### src/rtl/countdown_mmss_pkg.sv
// countdown_mmss_pkg: shared state encoding, BCD constants and digit clamp helper
package countdown_mmss_pkg;
  typedef enum logic [1:0] {
    ST_IDLE  = 2'd0,
    ST_RUN   = 2'd1,
    ST_PAUSE = 2'd2,
    ST_DONE  = 2'd3
  } state_t;
  localparam logic [7:0] BCD_ZERO      = 8'h00;
  localparam logic [3:0] BCD_DIGIT_MAX = 4'd9;
  function automatic logic [7:0] clamp_digits(input logic [7:0] v);
    return {(v[7:4] > BCD_DIGIT_MAX) ? BCD_DIGIT_MAX : v[7:4],
            (v[3:0] > BCD_DIGIT_MAX) ? BCD_DIGIT_MAX : v[3:0]};
  endfunction
endpackage

### src/rtl/countdown_mmss_bcd2_down.sv
// countdown_mmss_bcd2_down: two-digit BCD down counter with reload on borrow
module countdown_mmss_bcd2_down
  import countdown_mmss_pkg::*;
(
  input  logic       clk,
  input  logic       rst,
  input  logic       dec,
  input  logic       load,
  input  logic [7:0] load_val,
  input  logic [7:0] reload_val,
  output logic [7:0] val,
  output logic       borrow_out
);
  logic [7:0] val_d, val_q;
  // load has priority; a decrement at 00 wraps to reload_val and borrows
  always_comb begin
    val_d      = load ? load_val :
                 !dec ? val_q :
                 (val_q == BCD_ZERO) ? reload_val :
                 (val_q[3:0] != 4'd0) ? {val_q[7:4], val_q[3:0] - 4'd1} :
                 {val_q[7:4] - 4'd1, BCD_DIGIT_MAX};
    borrow_out = dec && (val_q == BCD_ZERO);
  end
  // count register
  always_ff @(posedge clk or posedge rst)
    if (rst) val_q <= BCD_ZERO;
    else     val_q <= val_d;
  assign val = val_q;
endmodule

### src/rtl/countdown_mmss.sv
// countdown_mmss: BCD MM:SS countdown timer with run/pause/done control
module countdown_mmss
  import countdown_mmss_pkg::*;
#(
  parameter logic [7:0] SEC_MAX = 8'h59,
  parameter logic [7:0] MIN_MAX = 8'h59
) (
  input  logic       clk,
  input  logic       rst,
  input  logic       tick,
  input  logic       load,
  input  logic       start_stop,
  input  logic [7:0] load_sec,
  input  logic [7:0] load_min,
  output logic [7:0] sec,
  output logic [7:0] min,
  output logic       running,
  output logic       done,
  output logic       done_pulse
);
  state_t     state_d, state_q;
  logic       done_pulse_d, done_pulse_q;
  logic       run_tick, load_en, sec_borrow, min_borrow, count_zero, last_tick;
  logic [7:0] sec_clamp, min_clamp, sec_dig, min_dig;
  assign sec_dig   = clamp_digits(load_sec);
  assign min_dig   = clamp_digits(load_min);
  assign sec_clamp = (sec_dig > SEC_MAX) ? SEC_MAX : sec_dig;
  assign min_clamp = (min_dig > MIN_MAX) ? MIN_MAX : min_dig;
  assign run_tick  = tick && (state_q == ST_RUN);
  assign load_en   = load && (state_q != ST_RUN);
  assign count_zero = (sec == BCD_ZERO) && (min == BCD_ZERO);
  assign last_tick  = run_tick && (sec == 8'h01) && (min == BCD_ZERO);
  countdown_mmss_bcd2_down u_sec (
    .clk(clk), .rst(rst), .dec(run_tick), .load(load_en),
    .load_val(sec_clamp), .reload_val(SEC_MAX), .val(sec), .borrow_out(sec_borrow)
  );
  countdown_mmss_bcd2_down u_min (
    .clk(clk), .rst(rst), .dec(sec_borrow), .load(load_en),
    .load_val(min_clamp), .reload_val(BCD_ZERO), .val(min), .borrow_out(min_borrow)
  );
  // next state: load beats start_stop outside RUN, reaching 00:00 beats pause
  always_comb begin
    state_d      = state_q;
    done_pulse_d = 1'b0;
    if (load_en) state_d = ST_IDLE;
    else if (last_tick) begin
      state_d      = ST_DONE;
      done_pulse_d = 1'b1;
    end else if (start_stop)
      state_d = (state_q == ST_IDLE)  ? (count_zero ? ST_IDLE : ST_RUN) :
                (state_q == ST_RUN)   ? ST_PAUSE :
                (state_q == ST_PAUSE) ? ST_RUN : ST_IDLE;
  end
  // state and completion pulse registers
  always_ff @(posedge clk or posedge rst)
    if (rst) begin
      state_q      <= ST_IDLE;
      done_pulse_q <= 1'b0;
    end else begin
      state_q      <= state_d;
      done_pulse_q <= done_pulse_d;
    end
  assign running    = (state_q == ST_RUN);
  assign done       = (state_q == ST_DONE);
  assign done_pulse = done_pulse_q;
endmodule

### config.mk
export PLATFORM = sky130hd
export DESIGN_NAME = countdown_mmss
export DESIGN_NICKNAME = d
export VERILOG_FILES = /design/src/rtl/countdown_mmss_pkg.sv /design/src/rtl/countdown_mmss_bcd2_down.sv /design/src/rtl/countdown_mmss.sv
export SDC_FILE = /design/constraint.sdc
export NUM_CORES = 1
export LEC_CHECK = 0
export BUFFER_PORTS_ARGS = -buffer_cell sky130_fd_sc_hd__buf_2
export CAP_MARGIN = 20
export CELL_PAD_IN_SITES_DETAIL_PLACEMENT = 1
export CELL_PAD_IN_SITES_GLOBAL_PLACEMENT = 2
export CORE_UTILIZATION = 30
export CTS_BUF_LIST = sky130_fd_sc_hd__clkbuf_4 sky130_fd_sc_hd__clkbuf_8
export CTS_CLUSTER_DIAMETER = 50
export DETAILED_ROUTE_END_ITERATION = 10
export GPL_ROUTABILITY_DRIVEN = 0
export PLACE_DENSITY_LB_ADDON = 0.1
export SLEW_MARGIN = 10
export SYNTH_ARGS = -nofsm -noshare
export SYNTH_HDL_FRONTEND = slang
export SYNTH_HIERARCHICAL = 1
export SYNTH_SLANG_ARGS = --single-unit
### constraint.sdc
create_clock -name clk -period 3.35 [get_ports clk]
set_input_delay 0.1675 -clock clk [delete_from_list [all_inputs] [get_ports clk]]
set_output_delay 0.1675 -clock clk [all_outputs]
set_load 0.005 [all_outputs]
==> Word-level counts from Yosys, hierarchy flattened <==
Cells that the tools add are included.
{ "totals": {"regBits": 19, "latch_bits": 0, "ram_bits": 0, "mem_bits_ro": 0, "in_bits": 21, "output_inout_bits": 19, "n_memories": 0} }
{ "op_classes": {"n_addsub": 4, "multipliers": 0, "div": 0, "n_lt_le_gt_ge": 6, "n_eq_ne": 7, "shifts": 0, "mux": 23, "bitwise_logic": 0, "n_reduce_logical": 16} }
{ "op_table": {"columns": ["operator", "count"], "rows": [
  ["two-way mux 8 bit", 10],
  ["greater-than comparator 4 bit (second input constant)", 4],
  ["greater-than comparator 8 x 7 -> 1 bit (second input constant)", 2],
  ["logical NOT 8 bit", 2],
  ["two-way mux 4 bit", 4],
  ["subtractor 4 x 1 -> 4 bit (second input constant)", 4],
  ["two-way mux 2 bit", 5],
  ["equality test 8 x 1 -> 1 bit (second input constant)", 1],
  ["nonzero test 4 bit", 2],
  ["logical AND 1 bit", 6],
  ["!= test 3 x 2 -> 1 bit (second input constant)", 2],
  ["equality test 2 bit (second input constant)", 2],
  ["two-way mux 1 bit", 4],
  ["AND reduction 2 bit", 2],
  ["nonzero test 2 bit", 2],
  ["nonzero test 3 bit", 1],
  ["equality test 2 x 1 -> 1 bit (second input constant)", 1],
  ["logical NOT 2 bit", 1],
  ["!= test 2 x 1 -> 1 bit (second input constant)", 1]
]} }

==> Longest topological paths before layout <==
{ "depth": {"word_depth": 7, "ltp_mapped": 9, "ltp_nobuf": 9} }

==> Cells and area by module <==
Netlist, hierarchy kept.
{ "modules_own_cells": {"columns": ["mod", "n_inst", "cells_per_inst", "area_per_inst_um2", "seq_area_each_um2"], "rows": [
  ["countdown_mmss_bcd2_down", 2, 66, 541.8, 200.2],
  ["countdown_mmss", 1, 46, 334.1, 75.1]
]} }

==> Worst setup path after synthesis <==
OpenSTA, ideal clock, no wires.
{ "synth_path": {"path_type": "reg2reg", "startpoint": "register state_q[1]", "endpoint": "register u_min.val_q[7] (netlist: u_min/val[7])", "setup_ns": 0.069, "arrival_ns": 2.878, "setup_slack_ns": 0.403, "stages_incl_launch_ff": 10, "synth_period_minus_slack_ns": 2.947, "cell_sequence": "dfrtp_1 -> nor2b_2 -> and2_4 -> or4b_4 -> or2_0 -> nor2_1 -> or4b_4 -> or4_1 -> a2111o_1 -> nand3_1"} }
{ "synth_between": {"elab_chain_cells": 5} }
{ "synth_lines": {"columns": ["element", "line", "source"], "rows": [
  ["start, declared", "countdown_mmss.sv:21", "state_t state_d, state_q;"],
  ["start signal, assigned", "countdown_mmss.sv:60", "state_q <= state_d;"],
  ["equality test 2 x 1 -> 1 bit", null, null],
  ["named net running", "countdown_mmss.sv:17", "output logic running,"],
  ["logical AND 1 bit", "countdown_mmss.sv:29", "assign run_tick = tick && (state_q == ST_RUN);"],
  ["named net run_tick", "countdown_mmss.sv:23", "logic run_tick, load_en, sec_borrow, min_borrow, count_zero, last_tick;"],
  ["logical AND 1 bit", "countdown_mmss_bcd2_down.sv:22", "borrow_out = dec && (val_q == BCD_ZERO);"],
  ["named net sec_borrow", "countdown_mmss.sv:23", null],
  ["nonzero test 2 bit (no line)", null, null],
  ["AND reduction 2 bit (no line)", null, null],
  ["end signal, assigned", "countdown_mmss_bcd2_down.sv:27", "else val_q <= val_d;"],
  ["end, declared", "countdown_mmss_bcd2_down.sv:14", "logic [7:0] val_d, val_q;"]
]} }
The timed path passes the listed nets, and every way through them passes these cells.
A chain may end at the register's enable or synchronous reset.

==> Worst setup path after layout <==
{ "layout_path": {"startpoint": "register state_q[1]", "endpoint": "register u_min.val_q[7] (netlist: u_min/val[7])"} }
{ "layout_between": {"elab_chain_cells": 5} }
{ "layout_lines": {"columns": ["element", "line"], "rows": [
  ["equality test 2 x 1 -> 1 bit", "countdown_mmss.sv:29"],
  ["logical AND 1 bit", "countdown_mmss.sv:29"],
  ["named net run_tick", "countdown_mmss.sv:23"],
  ["logical AND 1 bit", "countdown_mmss_bcd2_down.sv:22"],
  ["named net sec_borrow", "countdown_mmss.sv:23"],
  ["nonzero test 2 bit (no line)", null],
  ["AND reduction 2 bit (no line)", null]
]} }
The timed path passes the listed nets, and every way through them passes these cells.

==> key figures <==
Outcome
  • Status: finished with violations
  • Failing checks: design-rule violations

CTS
  • CTS tree: done
  • Clk_lat worst skew: 0.26 ns
  • H-tree depth: 1
  • Clock Path Buffers: 2
  • TritonCTS buffer count: 3
  • Sink Count: 19
  • Clock-pin transition on the worst setup and hold timing paths: 0.08 ns
  • Clock Tree Root: clkbuf_8
  • Setup repair bufs after CTS: 0

Timing
  • Final setup viols: 0
  • Setup TNS: 0 ns
  • Final hold violations: 0
  • Fin crit period: 3.16 ns
  • Worst slew pin tran: 0.809 ns
  • Tcrit/Tclk final: 94.4%
  • F_max: 316 MHz
  • Relative slew slack: 46.0%
  • Worst clock skew: 0.00338 ns
  • Fin. max-slew vios: 0
  • RSZ-0062 raised after global routing: false
  • Final WS setup: 0.189 ns

Synth
  • Mapped cell area: 1410 um2
  • Syn Inst Count: 177
  • Yosys warnings: 6
  • Synthesized area per cell: 7.99 um2

Die
  • Core Rows: 24
  • Initial Utilization: 31.8%
  • Die area: 4990 um2
  • Core box area: 4440 um2
  • Die Wd: 70.7 um
  • I/O pin total: 40
  • Chip height: 70.7 um

Setup path
  • Worst Setup SP: state_q[1]
  • R2R Setup Slk: 0.19 ns
  • Crit Path Class: flip-flop to flip-flop
  • R2r worst-path depth: 9
  • Most frequent CP cell: or4b_4
  • Slowest-stage cell, CP: or4b_4
  • Startpoint types: flip-flop
  • WP data required: 3.54 ns
  • Cell Chain, Critical Path: nor2b_2 -> and2_4 -> or4b_4 -> or2_1 -> nor2_2 -> or4b_4 -> or4_1 -> a2111o_1 -> nand3_1
  • CP arrival: 3.36 ns
  • Reg2reg end: u_min/val[7]
  • Reg2Reg Launch Point: state_q[1]
  • Max stage delay on crit path: 0.50 ns
  • Crit path capture type: flip-flop
  • Worst Path Max Fanout: 6

Placement
  • Pre-CTS WS: 0.135 ns
  • # port buffers: 39
  • HPWL after detailed placement: 3.38 mm

Final layout
  • Share of layout cells above drive strength 1: 25.1%
  • Most frequent cells in the layout: 39 x buf_2, 20 x conb_1, 19 x dfrtp_1, 18 x nor2_1, 15 x inv_1
  • Sequential Area: 475 um2
  • Layout area overhead: 26.5%
  • NumNets Final: 259
  • ANT cells: 0
  • Commonest non-fill, non-tap cell in the layout: buf_2
  • Fillers: 570
  • Multi-input gate area: 937 um2

Worst hold path
  • Hold Startpoint: start_stop
  • Hold/Removal Path Class: input pin to flip-flop
  • Hold depth: 2
  • Min-Delay Endpoint: state_q[1]

Power
  • Switching power total: 0.000264 W
  • Leak: 0.810 nW
  • Register share of total power: 44.9%
  • Power per cell area: 406 nW/um2
  • Peak VDD IR: 0.151 mV
  • Cell internal pwr: 0.000462 W
  • Logic pwr share: 30.9%
  • Switching fraction of total power: 36.3%
  • Clock share of power: 24.2%

Route
  • Via count: 1483
  • Routed vias/inst: 5.17
  • DR iter-0 viols: 55
  • Wire per inst: 14.8 um
  • DRC viols: 2
  • Routed Antenna Nets: 0
  • Router iterations before antenna repair: 7
  • Routed wire length: 4.24 mm

Global route
  • Grt ovf: 0
  • Total GRT Usage: 18.2%
  • Global-route wire length before repair: 7.27 mm
  • Vias in the first global route: 1487
  • Initial antenna violation count: 0
  • Largest net degree at the start of global routing: 35

Flow run
  • Max-cap violations: 0
[worst max-delay path, delay by kind of cell (launching register included)]
| kind | cells | cell delay, ns |
|---|---|---|
| AOI/OAI and AO/OA | 1 | 0.29 |
| DFF | 1 | 0.43 |
| and+or+nand+nor | 8 | 2.38 |
[how the worst max path moves through the flow]
stage	slack, ns	to
floorplan	0.40	u_min/val[7]
global placement	0.28	u_min/val[7]
detailed placement	0.13	u_min/val[7]
CTS	0.11	u_min/val[7]
global route	0.04	u_min/val[7]
finish	0.19	u_min/val[7]
[layer usage]
layer,track usage [%],up-vias,wire (um)
met5,0,-,0
met4,4.00,0,33
met3,2.71,4,157
met2,27.8,31,1860
met1,27.1,717,2190
li1,-,731,-
[power by group through the flow]
| stage | Combinational, W | Sequential [W] | Clock [W] |
|---|---|---|---|
| 2_1_floorplan | 0.000140 | 0.000316 | 0 |
| 3_3_place_gp | 0.000218 | 0.000329 | 0 |
| 3_5_place_dp | 0.000224 | 0.000332 | 0 |
| 4_1_cts | 0.000225 | 0.000327 | 0.000184 |
| 5_1_grt | 0.000253 | 0.000337 | 0.000191 |
| 6_report | 0.000224 | 0.000326 | 0.000176 |
[per-stage QoR]
stage | hold slack, ns | std cells | util [%] | total power, W | instance area [um2]
2_1_floorplan | -0.0789 | 195 | - | 0.000456 | 1480
3_3_place_gp | 0.0552 | 282 | 38.9 | 0.000547 | 1730
3_5_place_dp | 0.0667 | 282 | 38.9 | 0.000556 | 1730
4_1_cts | 0.172 | 287 | 40.2 | 0.000737 | 1790
5_1_grt | 0.193 | 287 | 40.2 | 0.000781 | 1790
6_report | 0.178 | 287 | 40.2 | 0.000726 | 1790
[repair_timing]
action,in CTS,in global routing
hold buffers,1,0
hold endpoints to repair,19,0
resized for setup,0,2
endpoints found under the setup margin,0,2
[state kept, by name (all words and copies together), names as in the netlist]
signal      cells
state_q         2
u_min/val       8
done_pulse      1
u_sec/val       8
[area by class of cell]
| type | count | share of cell area (%) |
|---|---|---|
| Multi-Input combinational cell | 157 | 52.4 |
| Sequential cell | 19 | 26.6 |
| Timing Repair Buffer | 40 | 11.5 |
| Tap cell | 52 | 3.64 |
| Inverter | 15 | 3.15 |
| Clock buffer | 4 | 2.73 |
No activity file was read; power rests on OpenSTA's default activity.
